--- src/rtl/uart_hex_tx_arbiter.sv ---
// Round-robin arbiter that feeds one uart_tx with words rendered as uppercase ASCII hex,
// MSB nibble first, optionally terminated by CR LF.
module uart_hex_tx_arbiter #(
    parameter int N_REQ       = 4,
    parameter int DATA_W      = 32,
    parameter int APPEND_CRLF = 1
) (
    input  logic                    i_clk,
    input  logic                    i_rst_n,
    input  logic [N_REQ-1:0]        i_req,
    input  logic [N_REQ*DATA_W-1:0] i_word,
    output logic [N_REQ-1:0]        o_ack,
    output logic                    o_busy,
    output logic                    o_tx_start,
    output logic [7:0]              o_tx_byte,
    input  logic                    i_tx_active,
    input  logic                    i_tx_done
);

    localparam int NDIG  = DATA_W / 4;
    localparam int NCH   = NDIG + 2 * APPEND_CRLF;
    localparam int PTR_W = $clog2(N_REQ);
    localparam int CNT_W = $clog2(NCH + 1);

    typedef enum logic [1:0] {
        S_IDLE,
        S_SEND,
        S_WAIT
    } state_t;

    state_t             r_state;
    state_t             w_next_state;
    logic [PTR_W-1:0]   r_rr_ptr;
    logic [PTR_W-1:0]   w_grant_idx;
    logic [PTR_W-1:0]   w_next_rr;
    logic [PTR_W:0]     w_scan;
    logic               w_grant_valid;
    logic [DATA_W-1:0]  r_shift;
    logic [CNT_W-1:0]   r_char_cnt;
    logic [N_REQ-1:0]   r_ack;
    logic               w_capture;
    logic               w_advance;
    logic               w_last_char;
    logic [3:0]         w_nibble;
    logic [7:0]         w_char;

    // Scan requesters starting at the round-robin pointer, wrapping modulo N_REQ.
    always_comb begin
        w_grant_valid = 1'b0;
        w_grant_idx   = '0;
        w_scan        = '0;
        for (int i = 0; i < N_REQ; i++) begin
            w_scan = {1'b0, r_rr_ptr} + (PTR_W + 1)'(i);
            if (w_scan >= (PTR_W + 1)'(N_REQ)) begin
                w_scan = w_scan - (PTR_W + 1)'(N_REQ);
            end
            if (!w_grant_valid && i_req[w_scan[PTR_W-1:0]]) begin
                w_grant_valid = 1'b1;
                w_grant_idx   = w_scan[PTR_W-1:0];
            end
        end
        if (w_grant_idx == PTR_W'(N_REQ - 1)) begin
            w_next_rr = '0;
        end else begin
            w_next_rr = w_grant_idx + PTR_W'(1);
        end
    end

    // The word is shifted left once per digit, so the current nibble is always the top one.
    always_comb begin
        w_nibble    = r_shift[DATA_W-1 -: 4];
        w_last_char = (r_char_cnt == CNT_W'(NCH - 1));
        if (r_char_cnt < CNT_W'(NDIG)) begin
            if (w_nibble < 4'd10) begin
                w_char = 8'h30 + {4'h0, w_nibble};
            end else begin
                w_char = 8'h37 + {4'h0, w_nibble};
            end
        end else if (r_char_cnt == CNT_W'(NDIG)) begin
            w_char = 8'h0D;
        end else begin
            w_char = 8'h0A;
        end
    end

    always_comb begin
        w_next_state = r_state;
        w_capture    = 1'b0;
        w_advance    = 1'b0;
        o_tx_start   = 1'b0;
        o_tx_byte    = 8'h00;
        o_busy       = (r_state != S_IDLE);
        case (r_state)
            S_IDLE: begin
                if (w_grant_valid) begin
                    w_capture    = 1'b1;
                    w_next_state = S_SEND;
                end
            end
            S_SEND: begin
                if (!i_tx_active) begin
                    o_tx_start   = 1'b1;
                    o_tx_byte    = w_char;
                    w_next_state = S_WAIT;
                end
            end
            S_WAIT: begin
                if (i_tx_done) begin
                    if (w_last_char) begin
                        w_next_state = S_IDLE;
                    end else begin
                        w_advance    = 1'b1;
                        w_next_state = S_SEND;
                    end
                end
            end
            default: begin
                w_next_state = S_IDLE;
            end
        endcase
    end

    always_ff @(posedge i_clk or negedge i_rst_n) begin
        if (!i_rst_n) begin
            r_state <= S_IDLE;
        end else begin
            r_state <= w_next_state;
        end
    end

    always_ff @(posedge i_clk or negedge i_rst_n) begin
        if (!i_rst_n) begin
            r_rr_ptr   <= '0;
            r_shift    <= '0;
            r_char_cnt <= '0;
            r_ack      <= '0;
        end else begin
            r_ack <= w_capture ? (N_REQ'(1) << w_grant_idx) : '0;
            if (w_capture) begin
                r_shift    <= i_word[w_grant_idx * DATA_W +: DATA_W];
                r_char_cnt <= '0;
                r_rr_ptr   <= w_next_rr;
            end else if (w_advance) begin
                r_shift    <= r_shift << 4;
                r_char_cnt <= r_char_cnt + CNT_W'(1);
            end
        end
    end

    assign o_ack = r_ack;

endmodule

--- config.mk ---
export PLATFORM = sky130hd
export DESIGN_NAME = uart_hex_tx_arbiter
export DESIGN_NICKNAME = d
export VERILOG_FILES = /design/src/rtl/uart_hex_tx_arbiter.sv
export SDC_FILE = /design/constraint.sdc
export NUM_CORES = 1
export LEC_CHECK = 0
export ABC_AREA = 1
export CORE_ASPECT_RATIO = 1.75
export CORE_MARGIN = 2
export CORE_UTILIZATION = 47
export DETAILED_ROUTE_END_ITERATION = 6
export PLACE_DENSITY = 0.88
export SLEW_MARGIN = 0
export SYNTH_ARGS = -nofsm -noshare
export SYNTH_HDL_FRONTEND = slang
export SYNTH_SLANG_ARGS = --single-unit
--- constraint.sdc ---
create_clock -name i_clk -period 6.1 [get_ports i_clk]
set_clock_uncertainty 0.1 [all_clocks]
set_input_delay 1.525 -clock i_clk [delete_from_list [all_inputs] [get_ports i_clk]]
set_output_delay 1.525 -clock i_clk [all_outputs]
set_load 0.01 [all_outputs]
# Word-level counts from Yosys, hierarchy flattened
# Cells that the tools add are included.
word_totals:
  reg_bits: 44
  out_inout_bits: 14
op_classes:
  n_addsub: 11
  order_cmp: 10
  n_eq_ne: 8
  shift: 2
  muxes: 43
  reduce_logical: 10
ops:
  columns: ["op", "n"]
  rows:
  - ["128-bit by 8-bit indexed part select with 32-bit output", 1]
  - ["32-bit two-way mux", 2]
  - ["2-bit two-way mux", 12]
  - ["8-bit two-way mux", 3]
  - ["1-bit two-way mux", 16]
  - ["6-bit by 4-bit adder with 7-bit output (first input constant)", 2]
  - ["2-bit by 3-bit < comparator with 1-bit output (second input constant)", 4]
  - ["4-bit two-way mux", 3]
  - ["3-bit greater-or-equal comparator (second input constant)", 3]
  - ["1-bit binary-select mux with 2-bit select", 4]
  - ["4-bit == test (second input constant)", 2]
  - ["4-bit < comparator (second input constant)", 2]
  - ["2-bit by 1-bit subtractor with 2-bit output (second input constant)", 4]
  - ["7-bit two-way mux", 1]
  - ["2-bit by 2-bit adder with 3-bit output (second input constant)", 2]
  - ["2-bit inequality test (second input constant)", 3]
  - ["2-bit case mux with 3 select lines", 1]
  - ["4-bit by 1-bit adder with 4-bit output (second input constant)", 1]
  - ["2-bit == test (second input constant)", 2]
  - ["2-bit nonzero test", 2]
  - ["1-bit by 2-bit << shifter with 4-bit output (first input constant)", 1]
  - ["2-bit by 1-bit adder with 3-bit output (second input constant)", 1]
  - ["2-bit by 3-bit greater-or-equal comparator with 1-bit output (second input constant)", 1]
  - ["1-bit logical AND", 3]
  - ["other kinds (6)", 8]

# Depth between registers and ports, before layout
depth:
  word_depth: 17
  depth_mapped: 16
  depth_no_buf: 13

# Worst setup path before layout
# Ideal clock, no wire load.
synth_path:
  kind: "input port to output port"
  startpoint: "input i_tx_active"
  endpoint: "output o_tx_byte[0]"
  arrival_ns: 2.219
  t_required_ns: 4.475
  path_slack_ns: 2.256
  cell_stages: 5
  n_path_buf: 0
  path_cell_list: "nor2_1 > inv_1 > a21oi_1 > o21ai_0 > inv_1"
synth_via:
  elab_chain_len: 2
synth_rtl:
  columns: ["element", "line_no", "text"]
  rows:
  - ["start: declaration", "16", "input logic i_tx_active,"]
  - ["8-bit two-way mux", "101", "if (!i_tx_active) begin"]
  - ["8-bit two-way mux", "93", "case (r_state)"]
  - ["end: declaration", "15", "output logic [7:0] o_tx_byte,"]
# Every way passes these cells.

# Worst setup path in the final report
# Ends and elaborated chain as after synthesis.

==> metrics.md <==
| Metric | Value |
|---|---|
| Initial DRC Count | `346` |
| Layout cells sized above 1 | `4.85%` |
| Post-CTS Setup Inserts | `0` |
| Post-synthesis register bit count | `44` |
| Clock sinks | `44` |
| GR Util met3 | `2.48%` |
| Achievable frequency | `209 MHz` |
| Yosys warning count | `0` |
| Skew-Pair Late Insertion Delay | `280 ps` |
| Synth Flop Type | `dfrtp_1` |
| Max Cap Viol | `0` |
| Post-layout power | `2.96 mW` |
| Syn Inst Count | `520` |
| Min cycle time layout | `4780 ps` |
| DR vias/cell | `5.63` |
| Layout area overhead | `43.7%` |
| Worst setup SP type | `input pin` |
| Final hold violations | `0` |
| # IOs | `150` |
| Most Used Layer, Global Route | `met2` |
| Grt met1 use | `27.0%` |
| TritonCTS Buffers | `5` |
| Post-route setup TNS | `0 ps` |
| Initial antenna violation count | `0` |
| Syn nets | `664` |
| Peak supply drop | `0.708 mV` |
| Post_cts resized | `0` |
| Setup slack after layout | `1320 ps` |
| Die height | `118 um` |
| Cell variety after synth | `23` |
| Top cell type's share of synthesized area | `31.5%` |
| Crit path kind | `input pin to output port` |
| Die X | `69.1 um` |
| Port bufs | `148` |
| Drt wl/cell | `14.7 um` |
| Post-Route WL | `10,700 um` |
| Status | `completed` |
| Yosys top cell by area | `dfrtp_1` |
| Post-layout util | `69.9%` |
| Final HPWL DP | `7860 um` |
| Max-slew headroom | `25.7%` |
| Leak Pwr | `2.34 nW` |
| Total congestion overflow | `0` |
| Largest net degree at the start of global routing | `67` |
| Final setup viols | `0` |
| Async S/R FF share, synth | `100%` |
| Commonest non-fill, non-tap cell in the layout | `nand3_1` |
| TritonCTS clock tree | `built` |
| Via count | `4,085` |
| GRT Total Usage | `25.6%` |
| Starting density of the core | `48.6%` |
| Sequential share of the synthesized area | `31.5%` |
| Longest Clk Path Bufs | `2` |
| Top cells by area, synth | `dfrtp_1 32%, nand3_1 24%, nand2_1 16%` |
| Slew @ Worst Pin | `1110 ps` |
| CTS Hold Buffers Added | `0` |
| H-Tree Depth | `2` |
| Avg Cell Area, Syn | `6.71 sq um` |
| Worst-path clk slew | `60 ps` |
| Post-synth EDFFs | `0` |
| Most frequent cells in the layout | `170 x nand3_1, 147 x clkdlybuf4s50_1, 146 x nand2_1` |
| Post-DRT Antenna Nets | `0` |
| Core footprint | `7180 sq um` |
| Drt drc | `0` |
| Hold Path Class | `flip-flop to flip-flop` |
| Crit path arrival time | `3150 ps` |
| Req. time, crit path | `4470 ps` |
| Crit end category | `output port` |
| Die area | `8160 sq um` |
| Clk root buf | `clkbuf_16` |
| Power Density | `591 nW/um^2` |
| Worst Path Max Fanout | `4` |
| Rows | `41` |
| Post-route clock period utilization | `78.3%` |
| First-pass GRT wire length | `17,600 um` |
| Unrepaired setup endpoints after global routing | `false` |
| Vias in the first global route | `4,034` |
| Pre-CTS setup slack | `1210 ps` |
| Max Slew Vio Count | `0` |
| Layout filler cell count | `601` |
| TritonRoute pass-1 iters | `5` |
| Grt met2 use | `49.6%` |
| Nets | `782` |
| Placer Congestion | `1.01` |
| N_diodes | `0` |
| Synth Cell Area | `3490 sq um` |
[area by class of cell]
class	instances	area (sq um)	area share, %
inverters	35	131	2.62
flip-flops and latches	44	1100	21.9
well taps	86	108	2.14
repair buffers	150	1490	29.7
multi-input cells	402	2010	40.0
clock buffers	6	139	2.77
clock inverters	2	38.8	0.773
[metal layers]
metal | up-vias | share of wire (%) | routed length (um)
met1 | 1884 | 35 | 3780
met5 | - | 0 | 0
met3 | 41 | 4.3 | 464
met2 | 168 | 57 | 6050
met4 | 0 | 3.6 | 380
li1 | 1992 | - | -
[where the power goes]
group / switching (mW) / internal [mW] / leakage, nW
clock: 0.103 / 0.205 / 0.0871
sequential: 0.0952 / 0.434 / 0.555
combinational: 1.40 / 0.730 / 1.70
total: 1.60 / 1.37 / 2.34
[sequential cells by signal, indices dropped and copies added (netlist names)]
| signal | count |
|---|---|
| r_shift | 32 |
| o_ack | 4 |
| r_char_cnt | 4 |
| r_rr_ptr | 2 |
| r_state | 2 |
[path summary, 6_finish.rpt]
check | start | to | slack (ps) | cells after the start
worst max-delay path | i_tx_active | o_tx_byte[0] | 1320 | 7
worst min-delay path | r_shift[1]$_DFFE_PN0P_ | r_shift[1]$_DFFE_PN0P_ | 400 | 2
worst max register to register | r_rr_ptr[0]$_DFFE_PN0P_ | r_state[0]$_DFFE_PN0P_ | 2460 | 13
worst min register to register | r_shift[1]$_DFFE_PN0P_ | r_shift[1]$_DFFE_PN0P_ | 400 | 2
max in group asynchronous | i_rst_n | r_shift[13]$_DFFE_PN0P_ | 4030 | 1
min in group asynchronous | i_rst_n | o_ack[3]$_DFF_PN0_ | 1280 | 1
[critical path: stages]
cell             delay, ps
clkdlybuf4s50_1        430
nor2_1                 220
inv_1                  100
a21oi_1                170
o21ai_0                120
inv_1                   60
clkdlybuf4s50_1        520
[cell usage after synthesis (2+ instances only)]
| library cell | number |
|---|---|
| nor2_4 | 2 |
| buf_2 | 20 |
| clkbuf_1 | 4 |
| dfrtp_1 | 44 |
| ha_1 | 8 |
| xor2_1 | 2 |
| inv_2 | 5 |
| nor2_1 | 13 |
| a21oi_1 | 7 |
| o21ai_0 | 10 |
| nand2_1 | 146 |
| nand4_1 | 2 |
| buf_4 | 9 |
| buf_6 | 6 |
| nand3_2 | 3 |
| nand2_2 | 7 |
| inv_1 | 30 |
| nand3_1 | 170 |
| a22oi_1 | 28 |
[logic make-up after synthesis]
| group | after synthesis | synth area share (%) |
|---|---|---|
| compound gates | 45 | 8.46 |
| xor+xnor | 2 | 0.502 |
| fa+ha+maj | 8 | 2.87 |
| buf+inv | 74 | 10.9 |
| flops | 44 | 31.5 |
| other cells | 1 | 0.107 |
| simple gates | 346 | 45.6 |
[through the flow]
step	area [sq um]	hold slack (ps)	instances
after floorplan	3490	349	520
after global placement	4840	372	717
after detailed placement	4840	384	717
after CTS	5020	399	725
after global routing	5020	428	725
final	5020	399	725
Note: power is estimated with default switching activity, not from simulation.
